## src/rtl/l2_pkg.sv

```systemverilog
// Shared types and character constants for the Lab2 command parser.
package l2_pkg;

   typedef enum logic [2:0] {
      StGetA,
      StGetOp,
      StGetB,
      StGetT,
      StStart,
      StWait,
      StErr,
      StSend
   } l2_state_e;

   localparam logic [7:0] ChPlus  = 8'h2B;
   localparam logic [7:0] ChMinus = 8'h2D;
   localparam logic [7:0] ChCr    = 8'h0D;
   localparam logic [7:0] ChErr   = 8'h3F;
   localparam logic [7:0] ChTmo   = 8'h21;
   localparam logic [3:0] DigitHi = 4'h3;

   // Any byte in 8'h30..8'h3F counts as a digit; the adder only uses the low nibble.
   function automatic logic is_digit(input logic [7:0] b);
      return b[7:4] == DigitHi;
   endfunction

endpackage

```

## src/rtl/l2_tx_hold.sv

```systemverilog
// One-entry output register: holds data/valid stable until the consumer accepts it.
module l2_tx_hold (
   input  logic       clk_i,
   input  logic       rst_ni,
   input  logic       load_i,
   input  logic [7:0] data_i,
   input  logic       ready_i,
   output logic       valid_o,
   output logic [7:0] data_o
);

   logic       valid_q, valid_d;
   logic [7:0] data_q, data_d;

   always_comb begin
      valid_d = valid_q;
      data_d  = data_q;
      if (load_i) begin
         valid_d = 1'b1;
         data_d  = data_i;
      end else if (valid_q && ready_i) begin
         valid_d = 1'b0;
      end
   end

   always_ff @(posedge clk_i or negedge rst_ni) begin
      if (!rst_ni) begin
         valid_q <= 1'b0;
         data_q  <= 8'h00;
      end else begin
         valid_q <= valid_d;
         data_q  <= data_d;
      end
   end

   assign valid_o = valid_q;
   assign data_o  = data_q;

endmodule

```

## src/rtl/l2_cmd_parser.sv

```systemverilog
// Parses "<digit><op><digit><CR>", drives the Lab2 adder and returns its result byte.
module l2_cmd_parser
   import l2_pkg::*;
#(
   parameter int unsigned TIMEOUT = 16  // must be >= 8
) (
   input  logic       clk,
   input  logic       Gl_rst_n,
   input  logic [7:0] rx_data,
   input  logic       rx_valid,
   output logic [7:0] tx_data,
   output logic       tx_valid,
   input  logic       tx_ready,
   output logic [7:0] Gl_r1,
   output logic [7:0] Gl_r2,
   output logic       Gl_subtract,
   output logic       Gl_adder_start,
   input  logic [7:0] L2_adder_data,
   input  logic       L2_adder_rdy,
   output logic       busy,
   output logic       rx_drop
);

   localparam int unsigned CntW = $clog2(TIMEOUT + 1);

   l2_state_e       state_q, state_d;
   logic [7:0]      r1_q, r1_d;
   logic [7:0]      r2_q, r2_d;
   logic            sub_q, sub_d;
   logic            start_q, start_d;
   logic [CntW-1:0] cnt_q, cnt_d;
   logic            tx_load;
   logic [7:0]      tx_load_data;

   always_comb begin
      state_d      = state_q;
      r1_d         = r1_q;
      r2_d         = r2_q;
      sub_d        = sub_q;
      start_d      = 1'b0;
      cnt_d        = cnt_q;
      tx_load      = 1'b0;
      tx_load_data = ChErr;
      unique case (state_q)
         StGetA: begin
            if (rx_valid) begin
               if (is_digit(rx_data)) begin
                  r1_d    = rx_data;
                  state_d = StGetOp;
               end else begin
                  state_d = StErr;
               end
            end
         end
         StGetOp: begin
            if (rx_valid) begin
               if (rx_data == ChPlus) begin
                  sub_d   = 1'b0;
                  state_d = StGetB;
               end else if (rx_data == ChMinus) begin
                  sub_d   = 1'b1;
                  state_d = StGetB;
               end else begin
                  state_d = StErr;
               end
            end
         end
         StGetB: begin
            if (rx_valid) begin
               if (is_digit(rx_data)) begin
                  r2_d    = rx_data;
                  state_d = StGetT;
               end else begin
                  state_d = StErr;
               end
            end
         end
         StGetT: begin
            if (rx_valid) begin
               if (rx_data == ChCr) begin
                  start_d = 1'b1;
                  state_d = StStart;
               end else begin
                  state_d = StErr;
               end
            end
         end
         StStart: begin
            cnt_d   = '0;
            state_d = StWait;
         end
         StWait: begin
            // A ready pulse beats an expiry landing in the same cycle.
            if (L2_adder_rdy) begin
               tx_load      = 1'b1;
               tx_load_data = L2_adder_data;
               state_d      = StSend;
            end else begin
               cnt_d = cnt_q + CntW'(1);
               if (cnt_q == CntW'(TIMEOUT - 1)) begin
                  tx_load      = 1'b1;
                  tx_load_data = ChTmo;
                  state_d      = StSend;
               end
            end
         end
         StErr: begin
            tx_load      = 1'b1;
            tx_load_data = ChErr;
            state_d      = StSend;
         end
         StSend: begin
            if (tx_valid && tx_ready) begin
               state_d = StGetA;
            end
         end
         default: state_d = StGetA;
      endcase
   end

   always_ff @(posedge clk or negedge Gl_rst_n) begin
      if (!Gl_rst_n) begin
         state_q <= StGetA;
         r1_q    <= 8'h00;
         r2_q    <= 8'h00;
         sub_q   <= 1'b0;
         start_q <= 1'b0;
         cnt_q   <= '0;
      end else begin
         state_q <= state_d;
         r1_q    <= r1_d;
         r2_q    <= r2_d;
         sub_q   <= sub_d;
         start_q <= start_d;
         cnt_q   <= cnt_d;
      end
   end

   l2_tx_hold u_tx_hold (
      .clk_i   (clk),
      .rst_ni  (Gl_rst_n),
      .load_i  (tx_load),
      .data_i  (tx_load_data),
      .ready_i (tx_ready),
      .valid_o (tx_valid),
      .data_o  (tx_data)
   );

   assign Gl_r1          = r1_q;
   assign Gl_r2          = r2_q;
   assign Gl_subtract    = sub_q;
   assign Gl_adder_start = start_q;
   assign busy           = (state_q != StGetA);
   // Bytes arriving while a command is executing or its reply is pending are thrown away.
   assign rx_drop        = rx_valid &&
                           (state_q inside {StStart, StWait, StErr, StSend});

endmodule

```

## config.mk

```make
export PLATFORM = sky130hd
export DESIGN_NAME = l2_cmd_parser
export DESIGN_NICKNAME = d
export VERILOG_FILES = /design/src/rtl/l2_pkg.sv /design/src/rtl/l2_tx_hold.sv /design/src/rtl/l2_cmd_parser.sv
export SDC_FILE = /design/constraint.sdc
export NUM_CORES = 1
export LEC_CHECK = 0
export ABC_CLOCK_PERIOD_IN_PS = 2020
export CAP_MARGIN = 20
export CORE_MARGIN = 2
export CORE_UTILIZATION = 30
export CTS_CLUSTER_DIAMETER = 30
export DETAILED_ROUTE_END_ITERATION = 8
export PLACE_DENSITY = 0.54
export SETUP_SLACK_MARGIN = 0.5
export SLEW_MARGIN = 10
export SYNTH_ARGS = -nofsm -noshare
export SYNTH_HDL_FRONTEND = slang
export SYNTH_HIERARCHICAL = 1
export SYNTH_SLANG_ARGS = --single-unit
```

## constraint.sdc

```tcl
create_clock -name clk -period 2.02 [get_ports clk]
set_clock_uncertainty 0.05 [all_clocks]
set_input_delay 0.404 -clock clk [delete_from_list [all_inputs] [get_ports clk]]
set_output_delay 0.404 -clock clk [all_outputs]
set_load 0.05 [all_outputs]
```

[Word-level counts from Yosys, hierarchy flattened]
Cells that the tools add are included.
Cells by class
  add/subtract/negate cells: 1
  eq/ne operators: 19
  multiplexer cells: 28
  reduce and logical (&&, ||, !) cells: 13
Operator list (number)
  3-bit two-way mux: 11
  3-bit one-hot mux with 8 select lines: 1
  8-bit by 6-bit == test with 1-bit output (second input constant): 2
  8-bit two-way mux: 2
  3-bit == test (second input constant): 4
  2-bit != test (second input constant): 6
  5-bit two-way mux: 2
  5-bit one-hot mux with 2 select lines: 1
  1-bit two-way mux: 9
  3-bit AND reduction: 3
  8-bit by 4-bit == test with 1-bit output (second input constant): 1
  3-bit by 2-bit == test with 1-bit output (second input constant): 2
  6-bit AND reduction: 1
  2-bit nonzero test: 3
  5-bit by 1-bit adder with 5-bit output (second input constant): 1
  5-bit by 4-bit == test with 1-bit output (second input constant): 1
  4-bit by 2-bit == test with 1-bit output (second input constant): 1
  4-bit nonzero test: 1
  3-bit by 1-bit == test with 1-bit output (second input constant): 1
  3-bit zero test: 1
  3-bit != test (second input constant): 1
  3-bit nonzero test: 1
  1-bit logical AND: 2
  2-bit two-way mux: 1
  other kinds (2): 2
Word-level totals
  register bits: 35
  input bits: 21
  output and inout port bits: 29
  word-level logic and storage cells: 69

[Depth between registers and ports, before layout]
Gate-level depths: netlist of the first run.
  depth in word-level cells: 5
  mapped depth: 7
  depth with buffers taken out: 7

[By module]
The synthesis of the first run kept the hierarchy.
By module, submodules not included
  l2_cmd_parser: instances 1, cells an instance 122, area each 1326.3 um^2, seq. area each 650.6 um^2
  l2_tx_hold: instances 1, cells an instance 20, area each 369.1 um^2, seq. area each 225.2 um^2

[Worst setup path before layout of the first run]
Ideal clock, no wire load.
  path type: register to register
  start: register cnt_q[0]
  end: register u_tx_hold.data_q[0] (netlist: u_tx_hold/data_o[0])
  setup time: 125 ps
  arrival: 1629 ps
  required time: 1845 ps
  slack: 216 ps
  cell stages (with the launch flop): 8
  buffers on the path: 1
  period minus slack after synthesis: 1804 ps
  path through: dfrtp_1 -> ha_1 -> and3_1 -> ha_1 -> o21ai_0 -> a21boi_0 -> buf_6 -> mux2_4
On the way
  word-level cells in the longest chain between the ends: 4
RTL lines
  from (decl): RTL line l2_cmd_parser.sv:31  | logic [CntW-1:0] cnt_q, cnt_d;
  from (signal assigned): RTL line l2_cmd_parser.sv:135  | cnt_q <= cnt_d;
  5-bit by 4-bit == test with 1-bit output: RTL line l2_cmd_parser.sv:100  | if (cnt_q == CntW'(TIMEOUT - 1)) begin
  1-bit two-way mux: RTL line l2_cmd_parser.sv:100
  1-bit two-way mux: RTL line l2_cmd_parser.sv:94  | if (L2_adder_rdy) begin
  1-bit one-hot mux with 2 select lines: RTL line l2_cmd_parser.sv:44  | unique case (state_q)
  net tx_load: RTL line l2_cmd_parser.sv:32  | logic tx_load;
  to (signal assigned): RTL line l2_tx_hold.sv:32  | data_q <= data_d;
  to (decl): RTL line l2_tx_hold.sv:13  | logic [7:0] data_q, data_d;
The timed path passes the listed nets, and every way through them passes these cells.
A chain may end at the register's enable or synchronous reset.

[Worst setup path after layout of the first run]
  start: register state_q[0]
  end: output busy
On the way
  word-level cells in the longest chain between the ends: 1
RTL lines
  from (decl): RTL line l2_cmd_parser.sv:26  | l2_state_e state_q, state_d;
  from (signal assigned): RTL line l2_cmd_parser.sv:123  | state_q <= StGetA;
  from (signal assigned): RTL line l2_cmd_parser.sv:130  | state_q <= state_d;
  3-bit nonzero test: RTL line l2_cmd_parser.sv:153  | assign busy = (state_q != StGetA);
  to (decl): RTL line l2_cmd_parser.sv:20  | output logic busy,
Every way passes these cells.

==> results of run 1 <==
[registers in the layout (all words and copies together) (netlist names)]
signal / cells
Gl_r1: 8
Gl_r2: 8
u_tx_hold/data_o: 8
cnt_q: 5
state_q: 3
Gl_adder_start: 1
Gl_subtract: 1
u_tx_hold/valid_o: 1
[synth_stat cells (4+ instances only)]
master / instances / share of area, %
sky130_fd_sc_hd__a22o_1: 7 / 3.6
sky130_fd_sc_hd__and2_1: 6 / 2.2
sky130_fd_sc_hd__dfrtp_1: 35 / 52
sky130_fd_sc_hd__mux2_2: 5 / 3.3
sky130_fd_sc_hd__mux2_4: 12 / 11
sky130_fd_sc_hd__nand2_1: 14 / 3.1
sky130_fd_sc_hd__nand2b_1: 10 / 3.7
sky130_fd_sc_hd__o21ai_0: 4 / 1.2
[worst max path at each step]
stage,endpoint,slack (ns)
final,busy,0.23
after global routing,busy,0.18
after CTS,busy,0.22
after detailed placement,Gl_r2[2]$_DFFE_PN0P_,-0.18
after global placement,Gl_r2[0]$_DFFE_PN0P_,-0.14
after floorplan,u_tx_hold/data_o[0]$_DFFE_PN0P_,0.32
[per-stage QoR]
step	instance area, um^2	hold slack [ns]	utilization [%]	setup TNS (ns)	std cells
2_1_floorplan	1738	0.05841	-	0	142
3_3_place_gp	2420	0.3973	44.22	-1.379	273
3_5_place_dp	2420	0.4017	44.22	-1.698	273
4_1_cts	2720	0.4246	49.70	0	289
5_1_grt	2860	0.4402	52.26	0	301
6_report	2860	0.4228	52.26	0	301
[worst max-delay path: stages, from the launching register on]
cell and delay, ns:
sky130_fd_sc_hd__dfrtp_1 0.43, sky130_fd_sc_hd__buf_6 0.14, sky130_fd_sc_hd__or3_4 0.33, sky130_fd_sc_hd__buf_8 0.16
[power groups by stage]
| stage | Sequential, uW | Combinational (uW) | Clock (uW) |
|---|---|---|---|
| after floorplan | 1320 | 615 | 0 |
| after global placement | 1010 | 1370 | 0 |
| after detailed placement | 1020 | 1400 | 0 |
| after CTS | 1000 | 1550 | 660 |
| after global routing | 1030 | 1910 | 695 |
| final | 1000 | 1800 | 650 |
[metal layers]
metal	wire [um]	global-route usage (%)	part of all wire (%)	vias to the layer above
li1	-	-	-	670
met1	2018	19.16	43	703
met2	2469	25.34	53	25
met3	137	3.523	2.9	4
met4	23	2.586	0.49	0
met5	0	0	0	-
[logic make-up after synthesis]
group / count (synthesis)
buffers and inverters: 10
multiplexers: 18
AO/OA/AOI/OAI: 20
XOR/XNOR: 1
flip-flops: 35
AND/OR/NAND/NOR: 56
adder cells (fa/ha/maj): 2
[what timing repair did]
action,4_1_cts,5_1_grt
resized for setup,116,26
pin swaps,11,10
setup buffers,8,12
hold buffers,0,0
setup endpoints to repair,60,36
[final cells by class]
cell class | count | area [um^2] | area share (%)
tap | 72 | 90.09 | 3.150
inverter | 3 | 11.26 | 0.3937
sequential | 35 | 877.1 | 30.66
clock inverter | 3 | 47.55 | 1.662
multi-input combinational | 97 | 950.9 | 33.25
timing repair buffer | 86 | 814.5 | 28.48
clock buffer | 5 | 68.82 | 2.406
==> results_tabular.tex, run 1 <==
\begin{tabular}{lr}
\hline
Metric & Value \\
\hline
\multicolumn{2}{l}{\textbf{Clock tree}} \\
\quad CTS Root Cell & sky130\_fd\_sc\_hd\_\_clkbuf\_8 \\
\quad Number of clock sinks & 35 \\
\quad Clock transition at the registers of the reported paths & 0.08 ns \\
\quad Maximum clock path buffer count & 2 \\
\quad CTS tree & built \\
\quad CTS buffer count & 5 \\
\quad Worst-skew pair later-pin latency & 0.29 ns \\
\quad CTS HTree Levels & 2 \\
\multicolumn{2}{l}{\textbf{GRT}} \\
\quad Antenna violations before repair & 0 \\
\quad Overall fraction of global-route tracks in use & 14.77\% \\
\quad Vias in the first global route & $\sim$1500 \\
\quad Pin count of the biggest net entering global routing & 36 \\
\quad Wire length of the first global-routing pass & slightly above 7 mm \\
\quad Residual overflow from global routing & 0 \\
\multicolumn{2}{l}{\textbf{Yosys}} \\
\quad Post-synthesis net count & approximately 170 \\
\quad Post-synthesis async set-or-reset flop share & 100.0\% \\
\quad Compound-gate portion of the synthesized area & between 8 and 9\% \\
\quad Adder-cell area share of the yosys netlist & roughly 1.5\% \\
\quad Mean area per synthesized cell & about 12 um\^{}2 \\
\quad Yosys warning total & 6 \\
\quad XOR/XNOR Fraction of Synth Area & less than 1\% \\
\quad Multiplexer share of the synthesized area & between 10\% and 20\% \\
\quad Register area share after synthesis & around half \\
\quad EDFF count, synth & 0 \\
\quad Area of the mapped netlist & around 1700 um\^{}2 \\
\quad Main synth FF type & sky130\_fd\_sc\_hd\_\_dfrtp\_1 \\
\quad Main combinational cell family by area after synthesis & simple AND/OR/NAND/NOR gates \\
\quad Synth Area in Simple Gates & 19.93\% \\
\quad Gate Count Post-Synth & $\sim$140 \\
\quad Post-synthesis cell type count & 38 \\
\quad Number of synthesized register bits & 35 \\
\multicolumn{2}{l}{\textbf{Layout}} \\
\quad Fraction of layout cells with a size suffix above 1 & a little over half \\
\quad Post-synthesis to final-layout area growth & 68.71\% \\
\quad Antenna diodes & 0 \\
\quad Commonest non-fill, non-tap cell in the layout & sky130\_fd\_sc\_hd\_\_dfrtp\_1 \\
\quad Fillers & $\sim$510 \\
\quad Count of nets after finishing & around 250 \\
\quad Highest-count cells in the layout ignoring fill and taps & sky130\_fd\_sc\_hd\_\_dfrtp\_1 (34), sky130\_fd\_sc\_hd\_\_buf\_4 (30), sky130\_fd\_sc\_hd\_\_clkdlybuf4s15\_2 (18), sky130\_fd\_sc\_hd\_\_mux2\_4 (14), sky130\_fd\_sc\_hd\_\_nand2\_1 (13) \\
\multicolumn{2}{l}{\textbf{STA}} \\
\quad Number of setup violations in the final report & 0 \\
\quad Setup slack of the critical path after layout & 0.2251 ns \\
\quad Part of the cycle the worst path needs & around 89\% \\
\quad Actual slew at the worst max-slew pin & around 0.45 ns \\
\quad Final critical path time including I/O delays and setup & about 1.8 ns \\
\quad Hold Violations, Final & 0 \\
\quad Worst max-slew margin expressed relative to the limit & between 70\% and 80\% \\
\quad Setup repair after global routing missed its margin & yes \\
\quad Pins over their slew limit & 0 \\
\quad Maximum achievable frequency & between 500 and 600 MHz \\
\multicolumn{2}{l}{\textbf{Power}} \\
\quad Power share of the combinational group & a little over half \\
\quad NetSw & approximately 1300 uW \\
\quad Internal power & roughly 2100 uW \\
\quad Leak pwr & between 0.001 and 0.0015 uW \\
\quad Overall Power & 3454 uW \\
\quad Switching share of total power & between 30\% and 40\% \\
\quad Share of power burned in registers & a little under 30\% \\
\quad Worst IR drop on VDD & around 0.51 mV \\
\quad Power density normalized to cell area & $\sim$1200 nW/um\^{}2 \\
\quad Share of power burned in the clock network & a little under a fifth \\
\multicolumn{2}{l}{\textbf{Outcome}} \\
\quad Status & finished, final reports clean \\
\multicolumn{2}{l}{\textbf{Detailed routing}} \\
\quad Detailed Route WL & 4.649 mm \\
\quad Avg Vias per Cell & 4.658 \\
\quad 1st-iter DRT viols & 53 \\
\quad DRC & 0 \\
\quad Routed WL per cell & 15.45 um \\
\quad Number of optimization iterations in the first detailed-route pass & 4 \\
\quad Count of vias placed by the detailed router & about 1400 \\
\quad Post-detailed-route count of antenna-violating nets & 0 \\
\multicolumn{2}{l}{\textbf{Critical path}} \\
\quad Number of cell instances on the worst register-to-register path & 7 \\
\quad Worst setup slack for register-to-register paths & 0.25 ns \\
\quad Nature of the critical path startpoint & flip-flop \\
\quad Signal arrival time at the worst endpoint & 1.34 ns \\
\quad Maximum fanout along the worst path & 2 \\
\quad Startpoint of the worst-slack reg-to-reg timing path & cnt\_q[0]\$\_DFFE\_PN0P\_ \\
\quad Crit path kind & flip-flop to output pin \\
\quad Worst EP required & approximately 1.6 ns \\
\quad Type of destination of the critical path & output pin \\
\quad Launching instance or port of the critical path & state\_q[0]\$\_DFFE\_PN0P\_ \\
\quad Critical R2R Capture & u\_tx\_hold/data\_o[2]\$\_DFFE\_PN0P\_ \\
\multicolumn{2}{l}{\textbf{Place}} \\
\quad Total half-perimeter wirelength after legalization and detailed placement & between 2 and 3 mm \\
\quad Pre-CTS setup slack & -0.1753 ns \\
\quad Buffers on Ports & between 40 and 50 \\
\quad GPL Wtd Cong & $\sim$0.74 \\
\multicolumn{2}{l}{\textbf{Floorplanning}} \\
\quad Placement row count & 27 \\
\quad Starting utilization of the core area & a little under a third \\
\quad IO Pins & 50 \\
\quad Core box area & between 5000 and 6000 um\^{}2 \\
\quad Overall die width & about 80 um \\
\quad Die height & slightly below 80 um \\
\quad Floorplan die area & roughly 6300 um\^{}2 \\
\multicolumn{2}{l}{\textbf{Worst hold path}} \\
\quad End point of the worst hold path & Gl\_r2[5]\$\_DFFE\_PN0P\_ \\
\quad Min-delay src & Gl\_r2[5]\$\_DFFE\_PN0P\_ \\
\quad Worst hold path cell count & 1 \\
\quad Worst Hold Class & flip-flop to flip-flop \\
\multicolumn{2}{l}{\textbf{Job}} \\
\quad Number of violations of the max-capacitance limit & 0 \\
\hline
\end{tabular}
No activity file was read; power rests on OpenSTA's default activity.
==> inputs of run 2 (changes only) <==
--- a/config.mk
+++ b/config.mk
@@ -7,6 +7,7 @@
 export LEC_CHECK = 0
 export ABC_CLOCK_PERIOD_IN_PS = 2020
 export CAP_MARGIN = 20
+export CORE_ASPECT_RATIO = 1.25
 export CORE_MARGIN = 2
 export CORE_UTILIZATION = 30
 export CTS_CLUSTER_DIAMETER = 30
==> results_tabular.tex, run 2 (synthesis results as in run 1) <==
\begin{tabular}{lr}
\hline
Metric & Value \\
\hline
\multicolumn{2}{l}{\textbf{STA}} \\
\quad Actual slew at the worst max-slew pin & 0.4475 ns (-0.001434 ns) \\
\quad Number of setup violations in the final report & 0 (unchanged) \\
\quad Maximum achievable frequency & 556.7 MHz (about the same) \\
\quad Hold Violations, Final & 0 (unchanged) \\
\quad Pins over their slew limit & 0 (unchanged) \\
\quad Worst max-slew margin expressed relative to the limit & 70.17\% (+0.096 points) \\
\quad Part of the cycle the worst path needs & 88.93\% (about the same) \\
\quad Final critical path time including I/O delays and setup & 1.796 ns (+0.001357 ns) \\
\quad Setup repair after global routing missed its margin & yes \\
\multicolumn{2}{l}{\textbf{Power}} \\
\quad Power density normalized to cell area & 1226 nW/um\^{}2 (+1.5\%) \\
\quad Overall Power & 3469 uW (+0.43\%) \\
\quad Worst IR drop on VDD & 0.5692 mV (+13\%) \\
\quad Leak pwr & 0.001297 uW (-1.2\%) \\
\multicolumn{2}{l}{\textbf{Critical path}} \\
\quad Startpoint of the worst-slack reg-to-reg timing path & cnt\_q[1]\$\_DFFE\_PN0P\_ \\
\quad Maximum fanout along the worst path & 2 (unchanged) \\
\quad Worst-path cell chain & buf\_6 -> or3\_4 -> buf\_8 \\
\quad Signal arrival time at the worst endpoint & 1.34 ns (about the same) \\
\quad Type of destination of the critical path & output pin \\
\quad Gate family responsible for the most delay along the worst path & flip-flops \\
\quad Crit path kind & flip-flop to output pin \\
\quad Crit-path slowest cell & sky130\_fd\_sc\_hd\_\_dfrtp\_1 \\
\quad Largest incremental delay on the critical path & 0.39 ns (-0.04 ns) \\
\quad Launching instance or port of the critical path & state\_q[2]\$\_DFFE\_PN0P\_ \\
\quad Number of buffer and inverter stages on the critical path & 2 (unchanged) \\
\quad Nature of the critical path startpoint & flip-flop \\
\quad Worst EP required & 1.57 ns (about the same) \\
\multicolumn{2}{l}{\textbf{Layout}} \\
\quad Highest-count cells in the layout ignoring fill and taps & sky130\_fd\_sc\_hd\_\_dfrtp\_1 (33), sky130\_fd\_sc\_hd\_\_buf\_4 (30), sky130\_fd\_sc\_hd\_\_clkdlybuf4s15\_2 (21), sky130\_fd\_sc\_hd\_\_nand2\_1 (14), sky130\_fd\_sc\_hd\_\_mux2\_4 (14) \\
\quad Fillers & 466 (-7.7\%) \\
\quad Count of nets after finishing & 251 (unchanged) \\
\quad Post-synthesis to final-layout area growth & 66.86\% \\
\quad Cell area after layout & 2829 um\^{}2 (-1.1\%) \\
\quad Fraction of layout cells with a size suffix above 1 & 50.66\% (-1.7 points) \\
\quad Antenna diodes & 0 (unchanged) \\
\quad Commonest non-fill, non-tap cell in the layout & sky130\_fd\_sc\_hd\_\_dfrtp\_1 \\
\multicolumn{2}{l}{\textbf{Floorplanning}} \\
\quad Overall die width & 71.24 um (-10\%) \\
\quad IO Pins & 50 (unchanged) \\
\quad Floorplan die area & 6273 um\^{}2 (about the same) \\
\quad Placement row count & 30 (+11\%) \\
\quad Die height & 88.05 um (+11\%) \\
\quad Starting utilization of the core area & 31.15\% (+0.17 points) \\
\quad Core box area & 5443 um\^{}2 (-0.55\%) \\
\multicolumn{2}{l}{\textbf{Clock tree}} \\
\quad CTS Root Cell & sky130\_fd\_sc\_hd\_\_clkbuf\_8 \\
\quad Number of clock sinks & 35 (unchanged) \\
\quad CTS tree & built \\
\quad CTS HTree Levels & 2 (unchanged) \\
\quad CTS buffer count & 5 (unchanged) \\
\quad Total of hold buffers inserted after clock tree synthesis & 0 (unchanged) \\
\quad Worst-skew pair later-pin latency & 0.29 ns (about the same) \\
\quad Maximum clock path buffer count & 2 (unchanged) \\
\quad Clock transition at the registers of the reported paths & 0.08 ns (about the same) \\
\multicolumn{2}{l}{\textbf{GRT}} \\
\quad Pin count of the biggest net entering global routing & 36 (unchanged) \\
\quad Wire length of the first global-routing pass & 6.927 mm (-4.7\%) \\
\quad Residual overflow from global routing & 0 (unchanged) \\
\quad Antenna violations before repair & 0 (unchanged) \\
\quad Vias in the first global route & 1447 (-2.4\%) \\
\quad Overall fraction of global-route tracks in use & 14.23\% (-0.53 points) \\
\multicolumn{2}{l}{\textbf{Outcome}} \\
\quad Status & finished, final reports clean \\
\multicolumn{2}{l}{\textbf{Detailed routing}} \\
\quad Number of optimization iterations in the first detailed-route pass & 4 (unchanged) \\
\quad Detailed Route WL & 4.217 mm (-9.3\%) \\
\quad Post-detailed-route count of antenna-violating nets & 0 (unchanged) \\
\quad DRC & 0 (unchanged) \\
\quad 1st-iter DRT viols & 27 (-49\%) \\
\quad Count of vias placed by the detailed router & 1408 (+0.43\%) \\
\quad Routed WL per cell & 14.39 um (-6.8\%) \\
\quad Avg Vias per Cell & 4.805 (+3.2\%) \\
\multicolumn{2}{l}{\textbf{Place}} \\
\quad Placed Instance Area & 2417 um\^{}2 (-0.10\%) \\
\quad Buffers on Ports & 49 (unchanged) \\
\quad GPL Wtd Cong & 0.7628 (+3.0\%) \\
\quad Total half-perimeter wirelength after legalization and detailed placement & 3.040 mm (+3.2\%) \\
\multicolumn{2}{l}{\textbf{Job}} \\
\quad Number of violations of the max-capacitance limit & 0 (unchanged) \\
\multicolumn{2}{l}{\textbf{Worst hold path}} \\
\quad Worst Hold Class & flip-flop to flip-flop \\
\quad Min-delay src & Gl\_r2[4]\$\_DFFE\_PN0P\_ \\
\hline
\end{tabular}
[run 2: changes by cell type in the layout (fill, tap and decap cells not counted), sizes merged]
| cell | before | now |
|---|---|---|
| buf | 46 | 42 |
| clkinv | 1 | 0 |
| bufinv | 1 | 2 |
| clkdlybuf4s15 | 19 | 22 |
| clkinvlp | 0 | 1 |
| inv | 4 | 3 |
| dlygate4sd2 | 8 | 9 |
[run 2: metrics by stage]
stage | hold WS, ns | cells | utilization [%] | setup TNS (ns) | setup slack, ns
finish | 0.4241 | 293 | 51.98 | 0 | 0.2237
global route | 0.4605 | 293 | 51.98 | 0 | 0.1643
CTS | 0.4278 | 285 | 50.37 | 0 | 0.2115
detailed placement | 0.4053 | 268 | 44.41 | -2.381 | -0.1695
global placement | 0.4019 | 268 | 44.41 | -1.757 | -0.1335
floorplan | 0.05841 | 142 | - | 0 | 0.3160
[run 2: worst paths after layout]
check / endpoint / slack [ns] / cells past startpoint
max: busy / 0.22 / 3
min: Gl_r2[4]$_DFFE_PN0P_ / 0.42 / 1
max reg2reg: u_tx_hold/data_o[2]$_DFFE_PN0P_ / 0.24 / 7
min reg2reg: Gl_r2[4]$_DFFE_PN0P_ / 0.42 / 1
max in group asynchronous: state_q[1]$_DFFE_PN0P_ / 1.11 / 2
min in group asynchronous: Gl_adder_start$_DFF_PN0_ / 0.47 / 2
[run 2: power breakdown]
group          internal (uW)  switching, uW  total, uW  leakage, uW
Clock                    492            263        755    0.0000644
Combinational            843            880       1720     0.000808
Sequential               868            123        991     0.000424
[run 2: cell type report]
cell class	instances	area (um^2)	share of cell area (%)
multi-input cells	97	900.9	31.84
flip-flops and latches	35	878.3	31.05
repair buffers	86	822.0	29.06
well taps	64	80.08	2.831
clock buffers	5	68.82	2.433
clock inverters	3	67.56	2.388
inverters	3	11.26	0.3981
[run 2: metal layers]
layer	global-route usage, %	part of all wire [%]	up-vias
met5	0	0	-
met4	5.146	1.6	0
met3	4.258	5.6	6
met2	23.91	50	43
met1	17.30	43	685
li1	-	-	674
[run 2: what timing repair did]
item                                    4_1_cts  5_1_grt
setup buffers                                 9        8
pin swaps                                    14        7
endpoints found under the setup margin       59       34
resized for setup                           109       14
==> inputs of run 3 (changes only) <==
--- a/config.mk
+++ b/config.mk
@@ -6,7 +6,7 @@
 export NUM_CORES = 1
 export LEC_CHECK = 0
 export ABC_CLOCK_PERIOD_IN_PS = 2020
-export CAP_MARGIN = 20
+export CAP_MARGIN = 30
 export CORE_ASPECT_RATIO = 1.25
 export CORE_MARGIN = 2
 export CORE_UTILIZATION = 30
==> results of run 3 <==
Final layout, timing and power as in run 2 (identical DEF).
